## src/rtl/ddr_wr_arbiter.sv

```systemverilog
// ddr_wr_arbiter: shares one AXI write port to DDR between CH_NUM sampler
// channels. Round-robin grant (fixed priority with DDR_ARB_FIXED_PRIO_EN).
// Ports:
//   clk, rst                  : DDR-side clock, async active-high reset
//   ch_ready/ch_frame_start   : per-channel burst available / frame start
//   ch_rd_data/ch_rd_en       : per-channel FIFO head word / pop
//   axi_aw*, axi_w*, axi_b*   : AXI write address, data, response channels
//   trans_id                  : granted channel + 1 while a burst is active
module ddr_wr_arbiter #(
  parameter int CH_NUM = 4,
  parameter int DQ_WIDTH = 32,
  parameter int BURST_LEN = 16,
  parameter int ADDR_WIDTH = 28,
  parameter logic [ADDR_WIDTH-1:0] FRAME_STRIDE = 'h080_0000,
  parameter int FRAME_BURSTS = 1800
) (
  input  logic                         clk,
  input  logic                         rst,
  input  logic [CH_NUM-1:0]            ch_ready,
  input  logic [CH_NUM-1:0]            ch_frame_start,
  input  logic [CH_NUM*DQ_WIDTH*8-1:0] ch_rd_data,
  output logic [CH_NUM-1:0]            ch_rd_en,
  output logic [ADDR_WIDTH-1:0]        axi_awaddr,
  output logic [7:0]                   axi_awlen,
  output logic                         axi_awvalid,
  input  logic                         axi_awready,
  output logic [DQ_WIDTH*8-1:0]        axi_wdata,
  output logic                         axi_wvalid,
  input  logic                         axi_wready,
  output logic                         axi_wlast,
  input  logic                         axi_bvalid,
  output logic                         axi_bready,
  output logic [3:0]                   trans_id
);

  localparam int BW = DQ_WIDTH * 8;
  localparam int SW = (CH_NUM > 1) ? $clog2(CH_NUM) : 1;
  localparam logic [ADDR_WIDTH-1:0] BURST_BYTES =
    ADDR_WIDTH'(BURST_LEN * DQ_WIDTH);
  localparam logic [7:0] LAST_BEAT = 8'(BURST_LEN - 1);
  localparam logic [10:0] WPTR_MAX = 11'(FRAME_BURSTS - 1);

  localparam logic [1:0] IDLE = 2'd0;
  localparam logic [1:0] ADDR = 2'd1;
  localparam logic [1:0] DATA = 2'd2;
  localparam logic [1:0] RESP = 2'd3;

  logic [1:0]        state;
  logic [SW-1:0]     sel;
  logic [SW-1:0]     gnt;
  logic [7:0]        beat;
  logic [10:0]       wptr [CH_NUM];
  logic [CH_NUM-1:0] pend;
  logic              busy;
  logic              done;
  logic              w_hs;

  assign busy = (state != IDLE);
  assign done = (state == RESP) && axi_bvalid;
  assign w_hs = axi_wvalid && axi_wready;

`ifdef DDR_ARB_FIXED_PRIO_EN
  always_comb begin
    gnt = '0;
    for (int i = CH_NUM - 1; i >= 0; i--) begin
      if (ch_ready[i]) gnt = SW'(i);
    end
  end
`else
  logic [SW-1:0] last;
  logic [SW-1:0] hi;
  logic [SW-1:0] lo;
  logic          hi_v;

  // lo: lowest ready overall; hi: lowest ready above last.
  // Taking hi when present gives the upward search with wrap.
  always_comb begin
    hi   = '0;
    lo   = '0;
    hi_v = 1'b0;
    for (int i = CH_NUM - 1; i >= 0; i--) begin
      if (ch_ready[i]) begin
        lo = SW'(i);
        if (i > int'(last)) begin
          hi   = SW'(i);
          hi_v = 1'b1;
        end
      end
    end
    gnt = hi_v ? hi : lo;
  end
`endif

  always_ff @(posedge clk or posedge rst) begin
    if (rst) begin
      state    <= IDLE;
      sel      <= '0;
      beat     <= '0;
      trans_id <= '0;
`ifndef DDR_ARB_FIXED_PRIO_EN
      last     <= SW'(CH_NUM - 1);
`endif
    end else begin
      unique case (state)
        IDLE: begin
          if (|ch_ready) begin
            sel      <= gnt;
            trans_id <= 4'(gnt) + 4'd1;
            state    <= ADDR;
          end
        end
        ADDR: begin
          if (axi_awready) begin
            beat  <= '0;
            state <= DATA;
          end
        end
        DATA: begin
          if (axi_wready) begin
            beat <= beat + 8'd1;
            if (beat == LAST_BEAT) state <= RESP;
          end
        end
        RESP: begin
          if (axi_bvalid) begin
            trans_id <= '0;
            state    <= IDLE;
`ifndef DDR_ARB_FIXED_PRIO_EN
            last     <= sel;
`endif
          end
        end
        default: state <= IDLE;
      endcase
    end
  end

  // A frame start on the granted channel is deferred so the
  // address of the burst in flight stays stable.
  always_ff @(posedge clk or posedge rst) begin
    if (rst) begin
      for (int i = 0; i < CH_NUM; i++) wptr[i] <= '0;
      pend <= '0;
    end else begin
      for (int i = 0; i < CH_NUM; i++) begin
        if (done && sel == SW'(i)) begin
          if (pend[i] || ch_frame_start[i] || wptr[i] == WPTR_MAX)
            wptr[i] <= '0;
          else
            wptr[i] <= wptr[i] + 11'd1;
          pend[i] <= 1'b0;
        end else if (ch_frame_start[i]) begin
          if (busy && sel == SW'(i)) pend[i] <= 1'b1;
          else wptr[i] <= '0;
        end
      end
    end
  end

  assign axi_awvalid = (state == ADDR);
  assign axi_wvalid  = (state == DATA);
  assign axi_bready  = (state == RESP);
  assign axi_awlen   = LAST_BEAT;
  assign axi_wlast   = axi_wvalid && (beat == LAST_BEAT);

  always_comb begin
    axi_awaddr = '0;
    if (state == ADDR) begin
      axi_awaddr = ADDR_WIDTH'(sel) * FRAME_STRIDE
                 + ADDR_WIDTH'(wptr[sel]) * BURST_BYTES;
    end
  end

  always_comb begin
    axi_wdata = '0;
    ch_rd_en  = '0;
    if (axi_wvalid) axi_wdata = ch_rd_data[int'(sel)*BW +: BW];
    if (w_hs) ch_rd_en = CH_NUM'(1) << sel;
  end

endmodule

```

## config.mk

```make
export PLATFORM = sky130hd
export DESIGN_NAME = ddr_wr_arbiter
export DESIGN_NICKNAME = d
export VERILOG_FILES = /design/src/rtl/ddr_wr_arbiter.sv
export SDC_FILE = /design/constraint.sdc
export NUM_CORES = 1
export LEC_CHECK = 0
export CORE_AREA = 2 2 525 527
export DETAILED_ROUTE_END_ITERATION = 8
export DIE_AREA = 0 0 527 529
export PLACE_DENSITY_LB_ADDON = 0.25
export SLEW_MARGIN = 25
export SYNTH_ARGS = -nofsm -noshare
export SYNTH_HDL_FRONTEND = slang
export SYNTH_SLANG_ARGS = --single-unit
```

## constraint.sdc

```tcl
create_clock -name clk -period 3.49 [get_ports clk]
set_input_delay 0.5235 -clock clk [delete_from_list [all_inputs] [get_ports clk]]
set_output_delay 0.5235 -clock clk [all_outputs]
set_load 0.01 [all_outputs]
```

==> results of run 1 <==
==> cell families after synthesis <==
logic type / share of synthesized area, %
simple gates: 22.0
mux: 50.9
buf+inv: 5.64
compound gates: 6.14
flops: 13.6
fa+ha+maj: 1.05
xor+xnor: 0.585
other cells: 0.0627
==> critical path, stage by stage, from the launching register on <==
cell and delay (ns):
dfrtp_4 0.48, buf_12 0.16, buf_12 0.34, mux4_2 0.68
and2_1 0.21, clkdlybuf4s50_1 0.50
==> worst max-delay path by stage <==
stage,depth (start not counted),to,from,slack [ns]
3_5_place_dp,4,axi_wdata[246],ch_rd_data[758],0.44
4_1_cts,5,axi_wdata[46],sel[0]$_DFFE_PP0P_,0.09
6_report,5,axi_wdata[53],sel[0]$_DFFE_PP0P_,0.11
3_3_place_gp,4,axi_wdata[177],ch_rd_data[433],0.44
2_1_floorplan,6,axi_wdata[175],state[0]$_DFFE_PP0P_,1.30
5_1_grt,5,axi_wdata[46],sel[0]$_DFFE_PP0P_,0.03
==> stage by stage <==
stage | total power, mW | util [%] | hold slack (ns) | cell area [µm²]
global placement | 15.4 | 10.9 | 0.518 | 29700
CTS | 16.4 | 11.0 | 0.519 | 30000
finish | 16.1 | 11.1 | 0.513 | 30200
global route | 16.9 | 11.0 | 0.547 | 30100
detailed placement | 15.4 | 10.9 | 0.506 | 29700
floorplan | 7.38 | - | 0.463 | 12100
==> layout make-up <==
class                      count  area [µm²]  area share, %
timing repair buffer        1369       13800           45.6
multi-input combinational    860        9760           32.3
tap                         3589        4490           14.9
sequential                    65        1640           5.42
clock buffer                  14         274          0.907
antenna                       81         203          0.671
clock inverter                 2        35.0          0.116
inverter                       9        35.0          0.116
==> Yosys cell counts (all sizes together) (6+ instances only) <==
library cell / number
nor3: 12
and2: 273
a22o: 13
buf: 86
clkbuf: 38
dfrtp: 63
nand2: 35
o21ai: 26
mux4: 267
nor2: 28
and3: 14
nand3: 25
a31oi: 19
or3: 11
nand2b: 10
inv: 9
a21oi: 21
ha: 10
mux2: 6
==> cell usage in the layout, fill, tap and decap left out, types with 6 or more instances in the layout <==
cell             count
diode_2             81
and3_1              14
buf_4               57
o21ai_0             18
nand2b_1            10
mux4_2             267
nor3_1               7
mux2_2               6
dfrtp_1             61
clkbuf_16            9
a22o_1              13
inv_1                8
nor2_1              27
ha_1                 9
nand3_1             25
clkdlybuf4s50_1   1290
nand2_1             35
conb_1              24
and2_1             273
o21ai_1              8
buf_12              22
or3_1               10
a21oi_1             21
a31oi_1             19
==> report_power, final <==
group	leakage (nW)	switching [mW]	total, mW	internal, mW
Combinational	8.78	6.94	14.1	7.17
Sequential	0.872	0.146	1.00	0.858
Clock	0.153	0.361	0.973	0.612
Total	9.80	7.44	16.1	8.64
==> per-layer routing <==
metal  GRT usage (%)  vias up
li1                -     6757
met1            19.9     8647
met2            25.2     1480
met3            8.22      463
met4            2.16      164
met5               0        -
==> state kept, by name, summed over array words and instances (netlist names) <==
register and cells:
sel 2, beat 8, last 2, pend 4, trans_id 3, state 2
wptr 44
==> results.cfg, run 1 <==
[setup_path]
end_kind = output port
reg2reg_setup_slack_ns = 0.78
startpoint_type = flop
critPathKind = flop to output port
reg2reg_depth = 8
r2r_end = beat[7]$_DFFE_PP0P_
crit_path_max_fanout = 52
rr_startpoint = state[1]$_DFFE_PP0P_
cp.required_ns = 2.97
worstPathArrival_ns = 2.86

[route]
ant_nets = 0
top_layer_used = met5
drt-pass1-iter-count = 5
drt-initial-drc-count = 1259
drcViolationCount = 0
dr_wl_met2_mm = 103
vias = 17511
avgRoutedWirePerCell_um = 39.1
via_per_inst = 2.92
routed_wl_mm = 234
met3WireLength_mm = 28.9
m1WireLength_mm = 96.3

[logic_synthesis]
ys_warn_count = 0
ys_seq_area_share_pct = 13.6
ys.flop_type = dfrtp_1
avgSynthCellArea_um2 = 11.6
syn_area_mm2 = 0.0120
syn_inst = 1036
synthArstFlopShare_pct = 100
ys_ff_latch = 65
synth_top_area_share_pct = 50.2
synth_edf_count = 0
yosysTopAreaCell = mux4_2
synth_area_leaders = mux4_2, and2_1, dfrtp_1
ys_types = 59

[die]
die_y_um = 529
core_mm2 = 0.273
start_util_pct = 4.39
num_io_pins = 1341
dieArea_mm2 = 0.279
num_rows = 192
die_w_um = 527

[global_route]
antenna_found_initial = 359
grt-ovfl-total = 0
grt_pass1_vias = 16848
grt_pass1_wl_mm = 272
grt_use_total_pct = 16.1
grt_max_degree = 95

[clocking]
cts_setup_buffers = 0
cts_sinks = 65
clock_path_buffers = 2
htreeDepth = 3
postCtsHoldBufs = 0
cts_made_buffers = 9
cts_tree = done
root_buffer = clkbuf_16
cts_resized = 0
clock_latency_ns = 0.34
path_clk_slew_ns = 0.06

[final_layout]
area_growth_pct = 152
post_layout_nonfiller_instances = 5989
fill_cells = 31228
nets = 3361
drive_gt1_share_pct = 16.7

[job]
max-cap-violations = 0

[sta]
rsz0062_at_grt = no
worstMarginPinSlew_ns = 0.812
relSlewSlack_pct = 45.4
setup_ws_ns = 0.109
setup_viol = 0
fin_setup_tns_ns = 0
fmax_mhz = 296
drv_slew = 0
hold_viol = 0
finalCritPeriodShare_pct = 96.9
skew_ns = 0.00664
finalCriticalPeriod_ns = 3.38

[power]
leakagePower_nw = 9.80
irDropWorstVdd_v = 0.000305
power_density_mw_per_mm2 = 532

[placed_design]
io_buffers = 1316
globalplace.congestion = 0.975
dpl.cell_count = 5892
pre_cts_ws_ns = 0.443
place_hpwl_mm = 219

[worst_hold_path]
hp-start = pend[0]$_DFFE_PP0P_
whs_path_depth = 2
holdPathEnd = pend[0]$_DFFE_PP0P_
hp-class = flop to flop

[run_status]
status = finished, final reports clean
(Power assumes the default switching activity.)
==> run 2: changes to the inputs <==
- SKIP_CTS_REPAIR_TIMING: default -> 1
==> results of run 2 <==
The final DEF is identical to that of run 1; final timing and power are the same.
==> run 3: changes to the inputs <==
- CTS_CLUSTER_SIZE: default -> 20
==> results of run 3 <==
The final DEF is identical to that of run 1; final timing and power are the same.
